<file path="config.mk">
export PLATFORM = sky130hd
export DESIGN_NAME = msrv32_irq_ctrl
export DESIGN_NICKNAME = d
export VERILOG_FILES = /design/src/rtl/msrv32_irq_ctrl.sv
export SDC_FILE = /design/constraint.sdc
export NUM_CORES = 1
export LEC_CHECK = 0
export BUFFER_PORTS_ARGS = -buffer_cell sky130_fd_sc_hd__buf_2
export CELL_PAD_IN_SITES_DETAIL_PLACEMENT = 0
export CELL_PAD_IN_SITES_GLOBAL_PLACEMENT = 1
export CORE_MARGIN = 2
export CORE_UTILIZATION = 32
export DETAILED_ROUTE_END_ITERATION = 12
export PLACE_DENSITY_LB_ADDON = 0.1
export SYNTH_ARGS = -nofsm -noshare
export SYNTH_HDL_FRONTEND = slang
export SYNTH_SLANG_ARGS = --single-unit
</file>
<file path="constraint.sdc">
create_clock -name ms_riscv32_mp_clk_in -period 1.22 [get_ports ms_riscv32_mp_clk_in]
set_input_delay 0.244 -clock ms_riscv32_mp_clk_in [delete_from_list [all_inputs] [get_ports ms_riscv32_mp_clk_in]]
set_output_delay 0.244 -clock ms_riscv32_mp_clk_in [all_outputs]
set_load 0.02 [all_outputs]
</file>
<file path="src/rtl/msrv32_irq_ctrl.sv">
// msrv32_irq_ctrl: machine interrupt controller, synchronises eirq/tirq/sirq, applies enables,
// picks one cause by MEI > MSI > MTI and runs a request/ack/mret handshake with the trap unit.
module msrv32_irq_ctrl #(
  parameter int SYNC_STAGES = 2,
  parameter int EIRQ_EDGE   = 0
) (
  input  logic       ms_riscv32_mp_clk_in,
  input  logic       ms_riscv32_mp_rst_in,
  input  logic       ms_riscv32_mp_eirq_in,
  input  logic       ms_riscv32_mp_tirq_in,
  input  logic       ms_riscv32_mp_sirq_in,
  input  logic       mstatus_mie_in,
  input  logic       meie_in,
  input  logic       mtie_in,
  input  logic       msie_in,
  input  logic       trap_taken_in,
  input  logic       mret_in,
  output logic       irq_req_out,
  output logic [3:0] irq_cause_out,
  output logic [2:0] mip_out,
  output logic       irq_busy_out
);
  localparam logic [1:0] IDLE    = 2'd0;
  localparam logic [1:0] REQ     = 2'd1;
  localparam logic [1:0] SERVICE = 2'd2;
  logic [SYNC_STAGES-1:0] sync_e, sync_t, sync_s;
  logic       e_prev, meip_q;
  logic [1:0] state;
  logic [3:0] cause_q;
  logic [2:0] mip_q, pend, elig;
  logic [3:0] win;
  logic       e_sync, e_rise, clr, locked_elig;
  assign e_sync      = sync_e[SYNC_STAGES-1];
  assign e_rise      = (EIRQ_EDGE != 0) ? (e_sync & ~e_prev) : 1'b0;
  // In edge mode the rising edge itself counts as pending so latency matches level mode
  assign pend        = {(EIRQ_EDGE != 0) ? (meip_q | e_rise) : e_sync,
                        sync_t[SYNC_STAGES-1], sync_s[SYNC_STAGES-1]};
  assign elig        = pend & {meie_in, mtie_in, msie_in} & {3{mstatus_mie_in}};
  assign win         = elig[2] ? 4'd11 : elig[0] ? 4'd3 : 4'd7;
  assign locked_elig = (cause_q == 4'd11) ? elig[2] : (cause_q == 4'd3) ? elig[0] : elig[1];
  assign clr         = (state == REQ) && trap_taken_in && (cause_q == 4'd11);
  always_ff @(posedge ms_riscv32_mp_clk_in or negedge ms_riscv32_mp_rst_in) begin
    if (!ms_riscv32_mp_rst_in) begin
      sync_e  <= '0;
      sync_t  <= '0;
      sync_s  <= '0;
      e_prev  <= 1'b0;
      meip_q  <= 1'b0;
      mip_q   <= 3'b000;
      state   <= IDLE;
      cause_q <= 4'd0;
    end else begin
      sync_e  <= {sync_e[SYNC_STAGES-2:0], ms_riscv32_mp_eirq_in};
      sync_t  <= {sync_t[SYNC_STAGES-2:0], ms_riscv32_mp_tirq_in};
      sync_s  <= {sync_s[SYNC_STAGES-2:0], ms_riscv32_mp_sirq_in};
      e_prev  <= e_sync;
      meip_q  <= (EIRQ_EDGE != 0) && (e_rise || (meip_q && !clr));
      mip_q   <= pend;
      case (state)
        IDLE: if (elig != 3'b000) begin
          state   <= REQ;
          cause_q <= win;
        end
        REQ: if (trap_taken_in) begin
          state <= SERVICE;
        end else if (!locked_elig) begin
          state   <= IDLE;
          cause_q <= 4'd0;
        end
        SERVICE: if (mret_in) begin
          state   <= IDLE;
          cause_q <= 4'd0;
        end
        default: begin
          state   <= IDLE;
          cause_q <= 4'd0;
        end
      endcase
    end
  end
  assign irq_req_out   = state == REQ;
  assign irq_busy_out  = state == SERVICE;
  assign irq_cause_out = cause_q;
  assign mip_out       = mip_q;
endmodule

</file>
* Word-level counts from Yosys, hierarchy flattened
Cells that the tools add are included.
** Word-level totals
- Bits in latches :: 0
- Register bits :: 15
- Memories kept :: 0
- Bits in read-only memories :: 0
- Input bits :: 11
- RAM bits :: 0
- Logic and storage cells :: 35
** Operators by class
- Order comparisons :: 0
- Shift operators :: 0
- Div/mod/pow operators :: 0
- $mul :: 0
- Equality and inequality tests :: 9
- Add/sub/neg operators :: 0
- Multiplexer cells :: 14
- Bitwise logic cells :: 2
- Reduce and logical (&&, ||, !) cells :: 4
** Operators with widths (number)
- $mux 4 :: 5
- $pmux 4 s3 :: 1
- $mux 2 :: 4
- $ne 2x2->1 const B :: 4
- $and 3x3->3 :: 2
- $pmux 2 s3 :: 1
- $eq 4x2->1 const B :: 1
- $eq 4x4->1 const B :: 1
- $reduce_and 4->1 :: 1
- $mux 3 :: 1
- $ne 3x3->1 const B :: 1
- $reduce_and 3->1 :: 1
- $reduce_bool 3->1 :: 1
- $eq 2x1->1 const B :: 1
- $eq 2x2->1 const B :: 1
- $logic_not 2->1 :: 1
- $mux 1 :: 2

* Depth between registers and ports, before layout
Gate-level depths: netlist (run 1).
- Word-level depth :: 7
- Gate-level depth with buffers :: 4
- Mapped depth without buffers :: 4

* Least setup slack after synthesis (run 1)
Ideal clock, no wire load.
- Path kind :: register to register
- Start point :: reg state[0]
- End point :: reg cause_q[1] (netlist: irq_cause_out[1])
- Period minus slack after synthesis :: 1249 ps
- Setup slack :: -29 ps
- Path buffers :: 0
- Required time :: 1133 ps
- Cell stages (with the launch flop) :: 5
- Setup time :: 87 ps
- Arrival :: 1163 ps
- Cell sequence :: dfrtp_1 -> inv_1 -> nor2_1 -> o2111ai_1 -> o211ai_1
** On the way
- Longest elaborated chain between the ends :: 3
** Ends and longest elaborated chain
- from (decl) :: line 28 : logic [1:0] state;
- from (signal assigned) :: line 50 : state <= IDLE;
- from (signal assigned) :: line 61 : state <= REQ;
- from (signal assigned) :: line 65 : state <= SERVICE;
- $eq 2x1->1 *
- named net irq_req_out :: line 18 : output logic irq_req_out,
- $ne 2x2->1 (no line)
- $reduce_and 4->1 (no line)
- to (signal assigned) :: line 62 : cause_q <= win;
- to (decl) :: line 29 : logic [3:0] cause_q;
Mark *: on every way through the listed nets, which the timed path passes. The rest lies on a longest branch.
A chain may end at the register's enable or synchronous reset.

* Worst setup path in the final report (run 1)
- Start point :: reg state[1]
- End point :: out irq_busy_out
** On the way
- Longest elaborated chain between the ends :: 1
** Ends and longest elaborated chain
- $eq 2x2->1 :: line 82 : assign irq_busy_out = state == SERVICE;
- to (decl) :: line 21 : output logic irq_busy_out
Every way passes these cells.

==> impl_results.md, run 1 <==
* Antenna Nets Post-Route at 0
* Violated checks: setup timing
* GR Util All Layers at 0.137
* Tmin final at 1.33 ns
* Endpoints failing setup at 8
* Worst Path Arrival at 1.08 ns
* Post-DP HPWL at 935 um
* TritonCTS Buffers at 3
* Kind of critical path: flop to primary output
* Overall Power at 2.08 mW
* Worst-path maximum fanout at 6
* Max Fclk at 0.753 GHz
* CTS tree: done
* IO buf count at 19
* Run status: finished, violations left
* DRC violations left at 0
* Root Driver: clkbuf_4
* Worst skew pair latency at 0.28 ns
* Max Slew Vio Count at 0
* Layout cell share with drive strength beyond 1 at 0.593
* Slew @ Worst Pin at 0.317 ns
* Pwr/cell area at 2310 mW/mm2
* Final setup TNS at -0.265 ns
* Period Utilization, post-route at 1.09
* Drt wl/cell at 11.8 um
* Yosys reg bits at 14
* Initial cell density of the core at 0.340
* Register area share after synthesis at 0.597
* Syn_nets at 60
* Unrepaired setup endpoints after global routing: true
* # IOs at 20
* Largest net degree at the start of global routing at 15
* TritonRoute pass-1 iters at 2
* Die height at 46.8 um
* Die width at 46.8 um
* Slew margin rel. at 0.789
* Clock transition at the registers of the reported paths at 0.09 ns
* Core Area at 0.00173 mm2
* Synth cell types at 22
* RePlAce Congestion at 0.783
* Num rows at 15
* First-pass GRT wire length at 1970 um
* Antenna cell count at 0
* Global route total overflow at 0
* Peak VDD IR at 0.00132 V
* Slowest cell on the critical path: dfrtp_2
* Setup crit start kind: flop
* Cells after Synth at 49
* Worst Hold Class: input port to flop
* Synthesized area at 587 um2
* 1st-iter DRT viols at 1
* Detailed-route wire length at 1250 um
* Crit-path leading delay family: flip-flops
* Clk buf depth at 2
* Critical Path RT at 0.98 ns
* Via Count at 482
* Vias in the first global route at 465
* Final Hold Vio Count at 0
* Die area at 0.00219 mm2
* Avg Synthesized Cell Area at 12.0 um2
* Clock sink total at 14
* Fin worst setup slack at -0.108 ns
* Fin nets at 93
* Maxcap violations at 0
* Area Growth Syn to Fin at 53.5%
* Yosys Warn Count at 0
* Crit-path cells: and2b_2 -> buf_6
* P_leak at 0.424 nW
* Vias per inst at 4.55
* Worst Skew at 0.0102 ns
* Initial antenna violation count at 0
* Delay of the slowest critical-path stage at 0.46 ns
* Capturing element type of the critical path: primary output
* Filler cells at 159
* Buf+Inv Stages, Crit Path at 1
* H-tree levels at 1
## final timing paths
path | start | slack (ns) | cells after the start | to
setup / recovery | state[1] | -0.11 | 2 | irq_busy_out
hold / removal | ms_riscv32_mp_eirq_in | 0.06 | 1 | sync_e[0]
setup reg to reg | state[1] | -0.06 | 5 | irq_cause_out[3]
hold reg to reg | sync_s[0] | 0.35 | 0 | sync_s[1]
max in group asynchronous | ms_riscv32_mp_rst_in | 0.57 | 2 | state[0]
min in group asynchronous | ms_riscv32_mp_rst_in | 0.38 | 2 | sync_e[0]
## what timing repair did
item                                   in CTS  in global routing
pin swaps                                   0                  2
resized for setup                          16                  7
endpoints found under the hold margin      14                  0
buffers inserted                            2                  0
setup endpoints to repair                   9                  9
hold buffers                                1                  0
## flip-flops by register name (all words and copies together) (netlist names)
register,flops
sync_e,2
state,2
irq_cause_out,3
mip_out,3
sync_t,2
sync_s,2
## through the flow
| step | setup WS, ns | instance area (um2) | instances | utilization | hold slack [ns] |
|---|---|---|---|---|---|
| floorplan | -0.00639 | 591 | 49 | - | -0.0516 |
| global placement | -0.0531 | 762 | 99 | 0.441 | 0.155 |
| detailed placement | -0.0834 | 762 | 99 | 0.441 | 0.155 |
| CTS | -0.111 | 876 | 106 | 0.507 | 0.0560 |
| global route | -0.152 | 901 | 106 | 0.522 | 0.0467 |
| finish | -0.108 | 901 | 106 | 0.522 | 0.0613 |
## logic make-up after synthesis
group | share of synthesized area
AOI/OAI and AO/OA | 0.220
buffers and inverters | 0.0384
DFF | 0.597
muxes | 0.0171
and+or+nand+nor | 0.128
## layout by cell type, fill, tap and decap left out, types with 3 or more instances in the layout
cell      count
buf_2        14
buf_4         7
buf_6         7
clkbuf_4      3
dfrtp_1      11
dfrtp_2       3
inv_1         3
nand2_1       3
## final cells by class
| type | count | area [um2] | share of cell area |
|---|---|---|---|
| sequential | 14 | 354 | 0.393 |
| multi-input combinational | 30 | 253 | 0.281 |
| timing repair buffer | 29 | 211 | 0.235 |
| tap | 25 | 31.3 | 0.0347 |
| clock buffer | 4 | 36.3 | 0.0403 |
| inverter | 4 | 15.0 | 0.0167 |
## synthesized netlist by cell type, drive strengths merged
library cell  number  share of area
and2b              1          0.015
inv                4          0.026
a21o               1          0.015
o41ai              1          0.015
o21a               2          0.026
nor3b              2          0.026
a21oi              2          0.023
o2111ai            2          0.030
buf                1          0.013
nand4              1          0.011
a211oi             2          0.043
a21boi             1          0.013
nor3               1         0.0085
nand2              4          0.026
o211ai             2          0.026
nor2               3          0.019
mux2i              1          0.017
a22oi              1          0.013
nand2b             1          0.023
dfrtp             14           0.60
o21ai              2          0.017
## power breakdown
group / internal (mW) / switching (mW) / leakage [nW]
Combinational: 0.567 / 0.485 / 0.239
Clock: 0.181 / 0.150 / 0.0210
Sequential: 0.569 / 0.132 / 0.163
Total: 1.32 / 0.767 / 0.424
## metal layers
layer	track usage	vias up	wire (um)
met4	0.0833	0	21
met3	0.0500	2	92
met2	0.200	16	536
met5	0	-	0
li1	-	243	-
met1	0.171	221	596
No activity file was read; power rests on OpenSTA's default activity.
==> inputs of run 2 (changes only) <==
--- a/config.mk
+++ b/config.mk
@@ -12,6 +12,7 @@
 export CORE_UTILIZATION = 32
 export DETAILED_ROUTE_END_ITERATION = 12
 export PLACE_DENSITY_LB_ADDON = 0.1
+export SKIP_LAST_GASP = 1
 export SYNTH_ARGS = -nofsm -noshare
 export SYNTH_HDL_FRONTEND = slang
 export SYNTH_SLANG_ARGS = --single-unit
==> run 2 against run 1 <==
Net effect:
- the run still ends with setup timing left
- power is 1.0% lower
- die area is the same
- global-route usage stayed put
- fmax barely moved
- first-iteration DRC count increased to 4.0 times the previous value
- cell count stayed put
- critical path depth unchanged
- largest cell class unchanged
- count of clock-buffer cells in the layout stayed put
- sequential share of layout area up 0.33 points
==> impl_results.md, run 2 (synthesis results as in run 1) <==
* Largest net degree at the start of global routing at 15
* Violated checks: setup timing
* Slew @ Worst Pin at 0.317 ns
* Period Utilization, post-route at 1.09
* Unrepaired setup endpoints after global routing: true
* Run status: finished, violations left
* Antenna cell count at 0
* TritonCTS Buffers at 3
* Worst-path maximum fanout at 6
* Switch share at 0.366
* Peak VDD IR at 0.00132 V
* Capturing element type of the critical path: primary output
* Fin worst setup slack at -0.108 ns
* First-pass GRT wire length at 1970 um
* Num rows at 15
* Max Fclk at 0.753 GHz
* Max Slew Vio Count at 0
* Tmin final at 1.33 ns
* CTS tree: done
* Initial antenna violation count at 0
* Clock transition at the registers of the reported paths at 0.09 ns
* Drt wl/cell at 11.7 um
* IO buf count at 19
* P_leak at 0.421 nW
* Die height at 46.8 um
* Endpoints failing setup at 8
* GR Util All Layers at 0.137
* # IOs at 20
* Global route total overflow at 0
* Die width at 46.8 um
* RePlAce Congestion at 0.783
* Layout cell share with drive strength beyond 1 at 0.568
* Maxcap violations at 0
* Area Growth Syn to Fin at 52.2%
* Vias per inst at 4.49
* Most common cell after layout, fill and taps aside: buf_2
* Initial cell density of the core at 0.340
* TritonRoute pass-1 iters at 2
* Clk buf depth at 2
* Clock sink total at 14
* Net Sw Power at 0.755 mW
* Root Driver: clkbuf_4
* Setup crit start kind: flop
* Worst Skew at 0.0102 ns
* Critical Path RT at 0.98 ns
* Overall Power at 2.06 mW
* Clock share of power at 0.161
* Fin nets at 93
* Vias in the first global route at 465
* Pwr/cell area at 2310 mW/mm2
* Slew margin rel. at 0.789
* Utilization after layout at 0.517
* Post-DP HPWL at 935 um
* Antenna Nets Post-Route at 0
* Final Hold Vio Count at 0
* Detailed-route wire length at 1240 um
* Inst Count DP at 99
* Worst Path Arrival at 1.08 ns
* Filler cells at 159
* H-tree levels at 1
* Die area at 0.00219 mm2
* Core Area at 0.00173 mm2
* Worst skew pair latency at 0.28 ns
* Final setup TNS at -0.288 ns
* Via Count at 476
* Worst Hold Class: input port to flop
* Kind of critical path: flop to primary output
* DRC violations left at 0
* Fin cells at 106
* Power Internal at 1.31 mW
* Highest-count cells in the layout ignoring fill and taps: buf_2, dfrtp_1, buf_6, buf_4, nand2_1
* Comb power frac at 0.501
* Seq pwr share at 0.338
* 1st-iter DRT viols at 4
-- run 2: changes by cell type in the layout (fill, tap and decap cells not counted) --
cell / before / now
nand2_2: 1 / 0
nor3b_2: 1 / 0
nand2_1: 3 / 4
a21boi_1: 1 / 0
nor3b_1: 0 / 1
a21boi_0: 0 / 1
-- run 2: worst paths after layout --
path | startpoint | end | slack (ns) | cells past startpoint
worst max-delay path | state[1] | irq_busy_out | -0.11 | 2
worst max register to register | state[1] | irq_cause_out[1] | -0.06 | 5
min in group asynchronous | ms_riscv32_mp_rst_in | sync_e[0] | 0.38 | 2
max in group asynchronous | ms_riscv32_mp_rst_in | state[0] | 0.57 | 2
worst min register to register | sync_s[0] | sync_s[1] | 0.35 | 0
worst min-delay path | ms_riscv32_mp_eirq_in | sync_e[0] | 0.06 | 1
-- run 2: timing repair --
item	4_1_cts	5_1_grt
resized for setup	15	5
hold buffers	1	0
endpoints found under the setup margin	9	9
endpoints found under the hold margin	14	0
pin swaps	0	2
buffers inserted	2	0
-- run 2: stage by stage --
step                setup WS [ns]  hold slack [ns]  area (um2)
detailed placement        -0.0834            0.155         762
floorplan                -0.00639          -0.0516         591
finish                     -0.108           0.0609         893
global route               -0.152           0.0467         893
global placement          -0.0531            0.155         762
CTS                        -0.111           0.0560         873
-- run 2: power by group through the flow --
stage               Clock, mW  Combinational [mW]  Sequential (mW)
floorplan                   0               0.444            0.752
global placement            0               0.823            0.678
detailed placement          0               0.812            0.683
CTS                     0.344               0.991            0.691
global route            0.365                1.14            0.716
finish                  0.331                1.03            0.698
-- run 2: final cells by class --
type | count | area [um2] | area share
flip-flops and latches | 14 | 354 | 0.396
multi-input cells | 30 | 245 | 0.275
repair buffers | 29 | 211 | 0.237
clock buffers | 4 | 36.3 | 0.0406
well taps | 25 | 31.3 | 0.0350
inverters | 4 | 15.0 | 0.0168
-- run 2: routing by layer --
layer  routed length [um]  up-vias  global-route usage
li1                     -      242                   -
met1                  599      216               0.171
met2                  524       16               0.200
met3                   92        2              0.0500
met4                   21        0              0.0833
met5                    0        -                   0
-- run 2: critical path: stages, from the launching register on --
cell and delay (ns):
dfrtp_2 0.46, and2b_2 0.21, buf_6 0.12
==> inputs of run 3 (changes only) <==
--- a/config.mk
+++ b/config.mk
@@ -5,12 +5,12 @@
 export SDC_FILE = /design/constraint.sdc
 export NUM_CORES = 1
 export LEC_CHECK = 0
-export BUFFER_PORTS_ARGS = -buffer_cell sky130_fd_sc_hd__buf_2
 export CELL_PAD_IN_SITES_DETAIL_PLACEMENT = 0
 export CELL_PAD_IN_SITES_GLOBAL_PLACEMENT = 1
 export CORE_MARGIN = 2
-export CORE_UTILIZATION = 32
+export CORE_UTILIZATION = 39
 export DETAILED_ROUTE_END_ITERATION = 12
+export DONT_BUFFER_PORTS = 1
 export PLACE_DENSITY_LB_ADDON = 0.1
 export SKIP_LAST_GASP = 1
 export SYNTH_ARGS = -nofsm -noshare
==> run 3 against run 2 <==
Net effect:
- critical path depth is the same
- the run still ends with setup timing left
- combinational power grew 4%
- routed wire length grew 12%
- sequential power shrank 4.4%
- highest routed layer unchanged
- cell area shrank 4.8%
- utilization grew 11 points
- cell count shrank 21%
- first-iteration DRC count shrank 25%
- die area shrank 16%
- fmax shrank 1.2%
==> impl_results.md, run 3 (synthesis results as in run 1) <==
* Fin worst setup slack at -0.124 ns
* Violated checks: setup timing
* Max Slew Vio Count at 0
* Worst skew pair latency at 0.29 ns
* Global route total overflow at 0
* Delay of the slowest critical-path stage at 0.41 ns
* Detailed-route wire length at 1390 um
* Clk buf depth at 2
* CP startpoint: state[0]
* Worst-path maximum fanout at 5
* Peak VDD IR at 0.00123 V
* Endpoints failing setup at 6
* Setup crit start kind: flop
* H-tree levels at 1
* Critical Path RT at 0.98 ns
* Antenna cell count at 0
* R2r setup slk at -0.07 ns
* P_leak at 0.379 nW
* Slew @ Worst Pin at 0.636 ns
* Initial cell density of the core at 0.435
* Run status: finished, violations left
* # IOs at 20
* Antenna Nets Post-Route at 0
* DRC violations left at 0
* Unrepaired setup endpoints after global routing: true
* Min Hold Slack at 0.0288 ns
* Capturing element type of the critical path: primary output
* Tmin final at 1.34 ns
* Largest net degree at the start of global routing at 15
* Worst R2R Start: state[1]
* Overall Power at 2.08 mW
* Worst Path Arrival at 1.10 ns
* Vias in the first global route at 483
* Highest-count cells in the layout ignoring fill and taps: dfrtp_1, buf_4, nand2_1, dlygate4sd3_1, buf_6
* Vias per inst at 5.51
* Die area at 0.00183 mm2
* Layout cell share with drive strength beyond 1 at 0.464
* Drt wl/cell at 16.5 um
* Pwr/cell area at 2440 mW/mm2
* Most common cell after layout, fill and taps aside: dfrtp_1
* Num rows at 13
* R2R depth at 5
* Initial antenna violation count at 0
* Worst Skew at 0.00636 ns
* Final setup TNS at -0.399 ns
* Period Utilization, post-route at 1.10
* Slowest cell on the critical path: dfrtp_1
* CTS tree: done
* Slew margin rel. at 0.575
* Maxcap violations at 0
* 1st-iter DRT viols at 3
* Crit-path cells: buf_6 -> and2b_2
* GR Util All Layers at 0.168
* First-pass GRT wire length at 2200 um
* Fin nets at 81
* Core Area at 0.00135 mm2
* TritonRoute pass-1 iters at 2
* RePlAce Congestion at 0.880
* Area Growth Syn to Fin at 45.0%
* TritonCTS Buffers at 3
* Root Driver: clkbuf_4
* Utilization after layout at 0.630
* Via Count at 463
* Kind of critical path: flop to primary output
* Die height at 42.8 um
* Worst Hold Class: input port to flop
* Max Fclk at 0.744 GHz
* Die width at 42.8 um
* Final Hold Vio Count at 0
* Reg2Reg Capture Point: irq_cause_out[2]
* IO buf count at 0
* Crit path to: irq_busy_out
* Clock sink total at 14
* Clock transition at the registers of the reported paths at 0.09 ns
-- run 3: cell count changes in the layout (fill, tap and decap cells not counted), moves of 2 or more --
cell / change
buf_2: -14
buf_6: -3
dlygate4sd3_1: +3
buf_4: +2
dfrtp_1: +2
dfrtp_2: -2
nor3b_2: +2
-- run 3: worst max-delay path: cells and delay by family (launching register included) --
family	cells	cell delay, ns
buf+inv	1	0.14
flops	1	0.41
simple gates	1	0.27
-- run 3: cell type report --
class,instances,area (um2)
Inverter,4,17.5
Multi-Input combinational cell,30,274
Timing Repair Buffer,17,153
Sequential cell,14,352
Fill cell,117,499
Clock buffer,4,36.3
Tap cell,15,18.8
-- run 3: repair_timing --
| action | 4_1_cts | 5_1_grt |
|---|---|---|
| resized for setup | 4 | 13 |
| hold buffers | 4 | 0 |
| endpoints found under the hold margin | 17 | 0 |
| setup buffers | 3 | 3 |
| gates cloned | 0 | 0 |
| pin swaps | 1 | 5 |
| setup endpoints to repair | 5 | 6 |
-- run 3: per-stage QoR --
stage / cells / area, um2 / worst slack (ns)
floorplan: 49 / 591 / -0.00639
finish: 84 / 851 / -0.124
CTS: 81 / 771 / -0.110
detailed placement: 70 / 654 / -0.0831
global route: 84 / 851 / -0.195
global placement: 70 / 654 / -0.0210
-- run 3: how the worst min path moves through the flow --
stage                              start               end  slack [ns]  cells after the start
finish                     trap_taken_in          state[0]        0.03                      1
global route               trap_taken_in          state[0]        0.01                      1
CTS                        trap_taken_in          state[0]        0.04                      1
detailed placement  ms_riscv32_mp_rst_in        mip_out[0]       -0.05                      0
global placement    ms_riscv32_mp_rst_in        mip_out[1]       -0.05                      0
floorplan           ms_riscv32_mp_rst_in  irq_cause_out[1]       -0.05                      0
-- run 3: power breakdown --
part | leakage, nW | switching (mW) | internal (mW) | total, mW
logic | 0.192 | 0.551 | 0.522 | 1.07
registers | 0.166 | 0.103 | 0.564 | 0.667
clock network | 0.0210 | 0.158 | 0.182 | 0.340
-- run 3: per-layer routing --
layer,GRT usage,part of all wire,vias up
li1,-,-,217
met1,0.194,0.41,216
met2,0.255,0.47,23
met3,0.0766,0.082,7
met4,0.0938,0.038,0
met5,0,0,-
